===== config.mk =====
export PLATFORM = sky130hd
export DESIGN_NAME = cv32e40p_apu_arbiter
export DESIGN_NICKNAME = d
export VERILOG_FILES = /design/src/rtl/cv32e40p_apu_arbiter.sv
export SDC_FILE = /design/constraint.sdc
export NUM_CORES = 1
export LEC_CHECK = 0
export ABC_AREA = 1
export BUFFER_PORTS_ARGS = -buffer_cell sky130_fd_sc_hd__buf_2
export CAP_MARGIN = 10
export CORE_AREA = 2 2 171 173
export CTS_CLUSTER_DIAMETER = 200
export CTS_CLUSTER_SIZE = 12
export DETAILED_ROUTE_END_ITERATION = 8
export DIE_AREA = 0 0 173 175
export PLACE_DENSITY = 0.42
export RECOVER_POWER = 100
export SYNTH_ARGS = -nofsm -noshare
export SYNTH_HDL_FRONTEND = slang
export SYNTH_SLANG_ARGS = --single-unit

===== constraint.sdc =====
create_clock -name clk_i -period 3.5 [get_ports clk_i]
set_input_delay 0.35 -clock clk_i [delete_from_list [all_inputs] [get_ports clk_i]]
set_output_delay 0.35 -clock clk_i [all_outputs]
set_load 0.01 [all_outputs]

===== src/rtl/cv32e40p_apu_arbiter.sv =====
// ---------------------------------------------------------------------------
// cv32e40p_apu_core_pkg / cv32e40p_apu_arbiter
//
// Shares one APU slave (FPU wrapper) between NUM_REQ core APU master ports.
// The request side is arbitrated round-robin. A tag FIFO records which
// master was granted each operation, so every result is steered back to the
// master that issued it.
//
// Configuration macro:
//   CV32E40P_APU_ARB_SINGLE_OUTSTANDING_EN - when defined, at most one
//   operation is in flight. A new request may still go out in the same cycle
//   that the last outstanding result returns. This keeps out-of-order FPU
//   lanes safe. When undefined, up to TAG_DEPTH operations are in flight and
//   the FPU must complete them in issue order.
//
// Ports:
//   clk_i, rst_ni          clock, synchronous active-low reset
//   req_apu_*_i / _o       NUM_REQ master ports: req/gnt, operands, op,
//                          flags, rvalid (one-hot), plus result/rflags
//                          broadcast to all masters
//   apu_*_o / _i           single slave port toward the FPU wrapper
//   outstanding_o          number of tags in flight (0 while in reset)
//   arb_err_o              sticky: a result arrived with no tag in flight
// ---------------------------------------------------------------------------

package cv32e40p_apu_core_pkg;
  parameter int APU_NARGS_CPU    = 3;
  parameter int APU_WOP_CPU      = 6;
  parameter int APU_NDSFLAGS_CPU = 15;
  parameter int APU_NUSFLAGS_CPU = 5;
endpackage

module cv32e40p_apu_arbiter
  import cv32e40p_apu_core_pkg::*;
#(
  parameter int NUM_REQ   = 2,
  parameter int TAG_DEPTH = 4
) (
  input  logic                                        clk_i,
  input  logic                                        rst_ni,
  // master ports
  input  logic [NUM_REQ-1:0]                          req_apu_req_i,
  output logic [NUM_REQ-1:0]                          req_apu_gnt_o,
  input  logic [NUM_REQ-1:0][APU_NARGS_CPU-1:0][31:0] req_apu_operands_i,
  input  logic [NUM_REQ-1:0][APU_WOP_CPU-1:0]         req_apu_op_i,
  input  logic [NUM_REQ-1:0][APU_NDSFLAGS_CPU-1:0]    req_apu_flags_i,
  output logic [NUM_REQ-1:0]                          req_apu_rvalid_o,
  output logic [31:0]                                 req_apu_result_o,
  output logic [APU_NUSFLAGS_CPU-1:0]                 req_apu_rflags_o,
  // slave port
  output logic                                        apu_req_o,
  input  logic                                        apu_gnt_i,
  output logic [APU_NARGS_CPU-1:0][31:0]              apu_operands_o,
  output logic [APU_WOP_CPU-1:0]                      apu_op_o,
  output logic [APU_NDSFLAGS_CPU-1:0]                 apu_flags_o,
  input  logic                                        apu_rvalid_i,
  input  logic [31:0]                                 apu_rdata_i,
  input  logic [APU_NUSFLAGS_CPU-1:0]                 apu_rflags_i,
  // status
  output logic [$clog2(TAG_DEPTH):0]                  outstanding_o,
  output logic                                        arb_err_o
);

  localparam int IDX_W  = (NUM_REQ > 1) ? $clog2(NUM_REQ) : 1;
  localparam int IDXP_W = IDX_W + 1;
  localparam int PTR_W  = $clog2(TAG_DEPTH);
  localparam int CNT_W  = PTR_W + 1;

  // Handshake: a request transfers on a cycle where apu_req_o and apu_gnt_i
  // are both 1; that same cycle raises the winner's req_apu_gnt_o bit. A
  // master keeps req and payload stable until it sees its grant. Results
  // carry no ready: apu_rvalid_i is a single-cycle pulse that is always
  // accepted and forwarded as a one-hot req_apu_rvalid_o pulse.

  logic [IDX_W-1:0] rr_q;
  logic [IDX_W-1:0] rr_next;
  logic [IDX_W-1:0] tag_mem [TAG_DEPTH];
  logic [PTR_W-1:0] wr_ptr_q;
  logic [PTR_W-1:0] rd_ptr_q;
  logic [CNT_W-1:0] count_q;
  logic             arb_err_q;

  logic             any_req;
  logic [IDX_W-1:0] winner;
  logic [IDXP_W-1:0] idx;
  logic             blocked;
  logic             grant;
  logic             pop;
  logic             unmatched;

  // Round-robin search: first request at or above rr_q, wrapping around.
  always_comb begin
    any_req = 1'b0;
    winner  = '0;
    idx     = '0;
    for (int k = 0; k < NUM_REQ; k++) begin
      idx = {1'b0, rr_q} + IDXP_W'(k);
      if (idx >= IDXP_W'(NUM_REQ)) idx = idx - IDXP_W'(NUM_REQ);
      if (!any_req && req_apu_req_i[idx[IDX_W-1:0]]) begin
        any_req = 1'b1;
        winner  = idx[IDX_W-1:0];
      end
    end
  end

`ifdef CV32E40P_APU_ARB_SINGLE_OUTSTANDING_EN
  // Effective depth of one: a result retiring the only tag frees the slot
  // in the same cycle.
  assign blocked = (count_q != '0) && !(apu_rvalid_i && (count_q == CNT_W'(1)));
`else
  // A pop in the same cycle does not free a slot for a new grant; this keeps
  // the full check off the result path.
  assign blocked = (count_q == CNT_W'(TAG_DEPTH));
`endif

  assign apu_req_o = rst_ni && any_req && !blocked;
  assign grant     = apu_req_o && apu_gnt_i;
  assign pop       = rst_ni && apu_rvalid_i && (count_q != '0);
  assign unmatched = rst_ni && apu_rvalid_i && (count_q == '0);
  assign rr_next   = (winner == IDX_W'(NUM_REQ - 1)) ? '0 : winner + 1'b1;

  // Slave payload is forced to zero whenever no request is presented.
  assign apu_op_o       = apu_req_o ? req_apu_op_i[winner]       : '0;
  assign apu_flags_o    = apu_req_o ? req_apu_flags_i[winner]    : '0;
  assign apu_operands_o = apu_req_o ? req_apu_operands_i[winner] : '0;

  always_comb begin
    req_apu_gnt_o = '0;
    if (grant) req_apu_gnt_o[winner] = 1'b1;
  end

  always_comb begin
    req_apu_rvalid_o = '0;
    if (pop) req_apu_rvalid_o[tag_mem[rd_ptr_q]] = 1'b1;
  end

  assign req_apu_result_o = apu_rdata_i;
  assign req_apu_rflags_o = apu_rflags_i;
  assign outstanding_o    = rst_ni ? count_q : '0;
  assign arb_err_o        = arb_err_q;

  always_ff @(posedge clk_i) begin
    if (!rst_ni) begin
      rr_q      <= '0;
      wr_ptr_q  <= '0;
      rd_ptr_q  <= '0;
      count_q   <= '0;
      arb_err_q <= 1'b0;
    end else begin
      if (grant) begin
        rr_q     <= rr_next;
        wr_ptr_q <= wr_ptr_q + 1'b1;
      end
      if (pop) rd_ptr_q <= rd_ptr_q + 1'b1;
      if (unmatched) arb_err_q <= 1'b1;
      case ({grant, pop})
        2'b10:   count_q <= count_q + CNT_W'(1);
        2'b01:   count_q <= count_q - CNT_W'(1);
        default: count_q <= count_q;
      endcase
    end
  end

  // Tag storage needs no reset: entries are only read behind a valid count.
  always_ff @(posedge clk_i) begin
    if (grant) tag_mem[wr_ptr_q] <= winner;
  end

endmodule


==> flow_results.org, run 1 <==
** Drt
- In this run the remaining antenna-violating nets after routing total 0.
- 1st-iter DRT viols :: about 150
- Post-route DRC :: 0
- Summing over every cut layer, the via total after detailed routing is ~4,400.
- TritonRoute pass-1 iters :: 4
- Final Routed Wirelength :: 13.9 mm
- In the routed layout, each cell is associated on average with a via count of 3.58.
- Average wire per cell in the routed design :: 11.4 um

** Floorplanning
- Chip height :: 175 um
- The die covers 0.0303 sq mm.
- Row generation in the floorplan step produced 62 rows.
- Std-Cell Core Area :: 0.0284 sq mm
- Initial standard-cell utilization of the core :: 0.0973
- Number of top-level design ports :: 440
- Die outline width :: 173 um

** Synth
- The number of different library cells used by synthesis comes to 21.
- Area share of the leading cell type in the synthesized netlist :: 0.351
- Synth Register Bits :: 15
- Synth warn :: 0
- Averaged over all synthesized cells, the footprint is 5.15 sq um.
- The mapped netlist covers 0.00276 sq mm.
- Proportion of synthesized flip-flops having asynchronous set or reset :: 0
- Leading area contributor after synthesis :: sky130_fd_sc_hd__nand2_1
- Largest cells by area after synthesis :: sky130_fd_sc_hd__nand2_1 (35%), sky130_fd_sc_hd__a21oi_1 (22%), sky130_fd_sc_hd__buf_4 (12%)
- Counting every instance in the synthesized netlist gives between 500 and 600.
- For this run, the register share of the synthesized area comes to 0.123.
- Among all flip-flop cells after synthesis, the most frequent one is sky130_fd_sc_hd__dfxtp_1.
- In this run, synthesis inferred 4 flip-flops with an integrated enable.
- Counting every net in the synthesized netlist gives between 800 and 900.

** Clock tree
- Clock-pin transition on the worst setup and hold timing paths :: 0.05 ns
- Number of sinks on the clock net :: 15
- The clock reaches the later pin of the worst-skew pair after between 0.2 and 0.25 ns.
- Setup Buffers After CTS :: 0
- No sink is reached through more buffers than the 2 on the longest clock path.
- Counting the buffers created by CTS gives 3.
- TritonCTS built the clock tree.
- Resized Gates After CTS :: 0
- The tree is rooted in a sky130_fd_sc_hd__clkbuf_16.
- In this run the number of H-tree levels came out at 1.
- For this design, the CTS-stage hold fixing added 0 buffers.

** STA
- Setup violations remaining at the end of the flow were counted as 0.
- Slew of the pin with the lowest slew margin :: 1.18 ns
- Final Max Slew Viols :: 0
- Count of final hold-check violations :: 0
- In the finished design, the share of the clock period the worst path needs comes to 0.800.
- Setup repair after global routing missed its margin :: false
- Maximum clock skew at final layout :: 0.000573 ns
- On the final layout, the worst hold slack is 0.428 ns.
- Summed over all failing endpoints, the final setup total negative slack is 0 ns.
- Post-layout minimum cycle time :: 2.80 ns
- Static timing analysis puts the maximum clock frequency at 0.357 GHz.
- Tightest slew margin relative to the limit :: 0.214

** Pwr
- Power Dens Cells :: roughly 210 mW/mm^2
- The worst-case IR drop observed on VDD is 0.176 mV.
- For this design the static power due to leakage is 2.26 nW.

** Finish
- The final layout contains approximately 1,100 nets.
- The finished cells cover 0.00455 sq mm.
- Number of standard cells in the final layout excluding fillers :: 1,216
- The layout has 3,399 filler cells.
- From synthesis to final layout, the design area changed by 64.9%.
- Share of final-layout standard cells stronger than drive strength 1 :: 0.308
- Antenna Diode Count :: 0
- Final standard cell utilization of the core :: 0.160

** Global route
- Entering global routing, the biggest net connects between 100 and 150 pins.
- The via count of the first global-routing pass came to 4,005.
- Number of antenna violations at the first check in global routing :: 0
- The first global-routing pass estimated around 20 mm of wire.
- For this run, the total global-route usage over all layers was measured as 0.0819.
- After global routing the overflow that remains totals 0.

** Critical path
- Data on the critical path arrives at its endpoint at 2.45 ns.
- STA puts the critical path data required time at 3.15 ns.
- STA classifies the critical path endpoint as an output pin.
- Startpoint type of the worst setup path :: flop
- The setup path with the least slack is of type flop to output pin.
- Of all nets on the critical path, the largest fanout is 60.

** Run status
- Status :: completed

** Placement
- Half-perimeter wire length after detailed placement :: 11.1 mm
- Routability-driven placement finished with a final weighted congestion of 0.731.
- Port-buffer cells :: 365
- After detailed placement, the total cell area comes to 0.00464 sq mm.
- Including well taps, the total number of placed cells is 1,212.

** Min path
- The worst hold path belongs to the class primary input to flop.

** Run
- Across the run, the number of max-cap violations was 0.
synthesized netlist by cell type (all sizes together) (2+ instances only):
| cell type | number |
|---|---|
| dfxtp | 11 |
| edfxtp | 4 |
| o21ai | 5 |
| nand3 | 3 |
| a21oi | 122 |
| ha | 5 |
| inv | 26 |
| nand2 | 260 |
| nor2 | 18 |
| nand4 | 2 |
| buf | 76 |
through the flow:
step                      total power, mW  worst slack, ns
final                               0.966            0.701
after CTS                            1.01             1.06
after global placement              0.783             1.04
after global routing                 1.05            0.471
after floorplan                     0.541             1.50
after detailed placement            0.778             1.05
metal layers:
metal  part of all wire  global-route usage
met1               0.41              0.0976
met2               0.50               0.152
met3              0.080              0.0148
met4              0.016              0.0180
met5                  0                   0
report_power, final:
part           switching (mW)  total, mW  internal [mW]
logic                   0.328      0.547          0.220
registers             0.00842      0.199          0.190
clock network          0.0677      0.220          0.152
path summary, 6_finish.rpt:
kind	endpoint	startpoint	slack, ns	depth (start not counted)
max	apu_operands_o[46]	count_q[0]	0.70	6
min	arb_err_o	apu_rvalid_i	0.43	3
min reg2reg	arb_err_o	arb_err_o	0.47	2
max reg2reg	count_q[2]	count_q[0]	1.27	11
layout by cell type, fill, tap and decap left out, drive strengths merged, types with 3 or more instances in the layout:
cell type / netlist / layout
nand2: 260 / 260
buf: 76 / 247
clkbuf: 1 / 125
a21oi: 122 / 122
inv: 26 / 25
nor2: 18 / 18
dfxtp: 11 / 11
o21ai: 5 / 5
ha: 5 / 5
edfxtp: 4 / 4
nand3: 3 / 3
final cells by class:
cell class / count / area [sq um] / area share
Multi-Input combinational cell: 418 / 1810 / 0.398
Timing Repair Buffer: 369 / 1740 / 0.382
Tap cell: 384 / 480 / 0.105
Sequential cell: 15 / 340 / 0.0747
Inverter: 26 / 98.8 / 0.0217
Clock buffer: 3 / 75.1 / 0.0165
Clock inverter: 1 / 5.00 / 0.00110
logic make-up (layout without fill, tap and decap cells):
kind of cell	count (synthesis)	count (layout)	share of synthesized area
buffers and inverters	103	399	0.218
adders and majority gates	6	6	0.0299
DFF	15	15	0.123
AOI/OAI and AO/OA	128	128	0.233
and+or+nand+nor	284	284	0.396
worst max-delay path, stage by stage (launching register included):
cell                      delay [ns]
sky130_fd_sc_hd__dfxtp_1        0.37
sky130_fd_sc_hd__nor2_1         0.08
sky130_fd_sc_hd__nand2_1        0.11
sky130_fd_sc_hd__nand2_2        0.62
sky130_fd_sc_hd__buf_12         0.45
sky130_fd_sc_hd__a21oi_1        0.31
sky130_fd_sc_hd__buf_2          0.20
(Power assumes the default switching activity.)
==> inputs of run 2 (changes only) <==
Clock period 3.5 ns to 2.7 ns, I/O delays scaled along.
==> flow_results.org, run 2 (synthesis results as in run 1) <==
** Clock tree
- Clock tree buffer depth :: 2
- Inserted Clock Buffers :: 3
- Clock-pin transition on the worst setup and hold timing paths :: approximately 0.050 ns
- Number of sinks on the clock net :: 15
- Gates resized during post-CTS repair numbered 0.
- Setup Buffers After CTS :: 0
- CTS tree :: built
- H-tree lvl count :: 1
- Later-pin clock latency in the skew report :: 0.24 ns
- Cell at the root of the clock tree :: sky130_fd_sc_hd__clkbuf_16
- After clock tree synthesis, the flow added hold-fix buffers numbering 0.

** Global route
- Global routing usage summed across all routing layers :: 0.0796
- The via count of the first global-routing pass was 3,821.
- Wire length of the first global-routing pass :: ~20 mm
- Maximum number of pins on one net before global-route repair :: between 60 and 70
- The initial antenna violation count is 0.
- The total overflow left after global routing is 0.

** STA
- Accumulated negative setup slack :: 0 ns
- At the pin with the least slew margin, the transition time is 0.687 ns.
- Hold is met by 0.324 ns.
- Maximum clock skew at final layout :: 0.00123 ns
- Derived from the worst setup path, the maximum achievable clock frequency is 0.443 GHz.
- Setup repair after global routing left no endpoint under its margin.
- Count of final hold-check violations :: 0
- The worst path meets setup with 0.444 ns of slack.
- Final clock period utilization by the worst path :: 0.836
- Tightest slew margin relative to the limit :: 0.542
- The worst path needs 2.26 ns of the cycle, external delays included.
- The number of slew-limit violations in the final report was 0.
- Setup violations remaining at the end of the flow were counted as 0.

** Finish
- In the final design database the tool counted 1,121 nets.
- 0 antenna diodes ended up in the layout.
- The sequential cells in the finished layout cover a total of 340 sq um.
- Leaving out fill and tap cells, the most frequent cells in the layout are sky130_fd_sc_hd__nand2_1 (259), sky130_fd_sc_hd__buf_2 (244), sky130_fd_sc_hd__clkbuf_1 (123).
- Most common library cell in the layout ignoring fill and taps :: sky130_fd_sc_hd__nand2_1
- Of the cells placed in the final design, the portion with a size suffix greater than 1 is 0.311.
- The multi-input combinational cells in the finished layout cover a total of approximately 0.0018 sq mm.
- Area growth from synthesis to layout :: 67.1%
- Counting the fill cells in the layout gives between 3,000 and 4,000.

** Placement
- Half-perimeter wire length after detailed placement :: 11.1 mm
- Prior to clock tree synthesis, the placed netlist has a worst setup slack of between 0.5 and 0.6 ns.
- Port-buffer cells :: 365
- Weighted congestion at the end of routability-driven global placement :: 0.766

** Drt
- Number of antenna-violating nets in the routed design :: 0
- For this run, the detailed router's first-pass iteration total came to 4.
- Dividing the detail-routed via count by the number of cells gives 3.53.
- Post-route DRC :: 0
- Final Routed Wirelength :: 13.5 mm
- Dividing the detail-routed wire length by the instance count gives 11.1 um.
- The first routing iteration left 134 violations.
- Via count :: 4,315

** Critical path
- Largest fanout of any net on the critical path :: 58
- On the worst path, the slowest cell contributes a delay of 0.54 ns.
- STA classifies the critical path startpoint as a flop.
- The worst setup path is captured at an output pin.
- The largest individual stage delay along the critical path comes from the cell sky130_fd_sc_hd__clkbuf_4.
- Cells along the critical path :: nor2_1 > nand2_1 > nand2_4 > clkbuf_4 > a21oi_1 > clkbuf_1
- The worst setup path is of the flop to output pin kind.
- Data arrival time of the critical path :: 1.99 ns
- Required time reported for the critical path endpoint :: 2.43 ns
- For the worst flop-to-flop path, the logic depth is 12.

** Min path
- In this run the worst hold path is classified as primary input to flop.
- Hold depth :: 3

** Pwr
- In this run the power density over the cells is 274 mW/mm^2.
- Static Leakage :: 2.29 nW
- Across the VDD grid, the largest voltage drop is 0.190 mV.

** Floorplanning
- 440 I/O pins were placed.
- The floorplan step set the die width to 173 um.
- The initial utilization of the core area, before any placement, comes to 0.0973.
- Row cnt :: 62
- From bottom edge to top edge, the die measures between 150 and 200 um.
- The die covers 0.0303 sq mm.
- The total area inside the core boundary comes to 0.0284 sq mm.

** Run
- Reported max-cap violation count :: 0

** Run status
- Status :: completed
-- run 2: changes by cell type in the layout (fill, tap and decap cells not counted) --
cell	change
sky130_fd_sc_hd__nand2_2	-1
sky130_fd_sc_hd__clkinvlp_2	-1
sky130_fd_sc_hd__buf_12	+2
sky130_fd_sc_hd__clkbuf_4	+1
sky130_fd_sc_hd__clkbuf_1	+1
sky130_fd_sc_hd__buf_2	+1
sky130_fd_sc_hd__nand2_4	+1
sky130_fd_sc_hd__inv_4	+1
-- run 2: power breakdown --
| group | internal (mW) | total [mW] | leakage (nW) | switching (mW) |
|---|---|---|---|---|
| Sequential | 0.247 | 0.257 | 0.127 | 0.0103 |
| Combinational | 0.292 | 0.721 | 2.13 | 0.428 |
| Clock | 0.198 | 0.286 | 0.0409 | 0.0888 |
-- run 2: metal layers --
layer,up-vias,part of all wire,track usage
li1,2252,-,-
met3,22,0.087,0.0124
met1,1808,0.40,0.0948
met5,-,0,0
met4,0,0.018,0.0201
met2,233,0.50,0.148
-- run 2: final timing paths --
kind,slack [ns],end,start
worst max-delay path,0.44,apu_operands_o[36],count_q[0]
worst min-delay path,0.32,arb_err_o,apu_rvalid_i
worst max register to register,0.67,count_q[2],count_q[0]
worst min register to register,0.45,arb_err_o,arb_err_o
-- run 2: worst max-delay path: cells and delay by family (launching register included) --
family	cells	cell delay [ns]
buffers and inverters	2	0.73
AND/OR/NAND/NOR	3	0.41
flip-flops	1	0.33
AO/OA/AOI/OAI	1	0.19
-- run 2: layout make-up --
type / instances / area share
clock inverters: 1 / 0.00108
clock buffers: 3 / 0.0163
inverters: 26 / 0.0217
multi-input cells: 418 / 0.394
flip-flops and latches: 15 / 0.0737
well taps: 384 / 0.104
repair buffers: 374 / 0.389
-- run 2: metrics by stage --
stage | std cells | power (mW) | cell area, sq um | util
floorplan | 536 | 0.702 | 2760 | -
global placement | 1217 | 1.03 | 4720 | 0.166
detailed placement | 1217 | 1.02 | 4720 | 0.166
CTS | 1221 | 1.32 | 4800 | 0.169
global route | 1221 | 1.37 | 4620 | 0.163
finish | 1221 | 1.26 | 4620 | 0.163
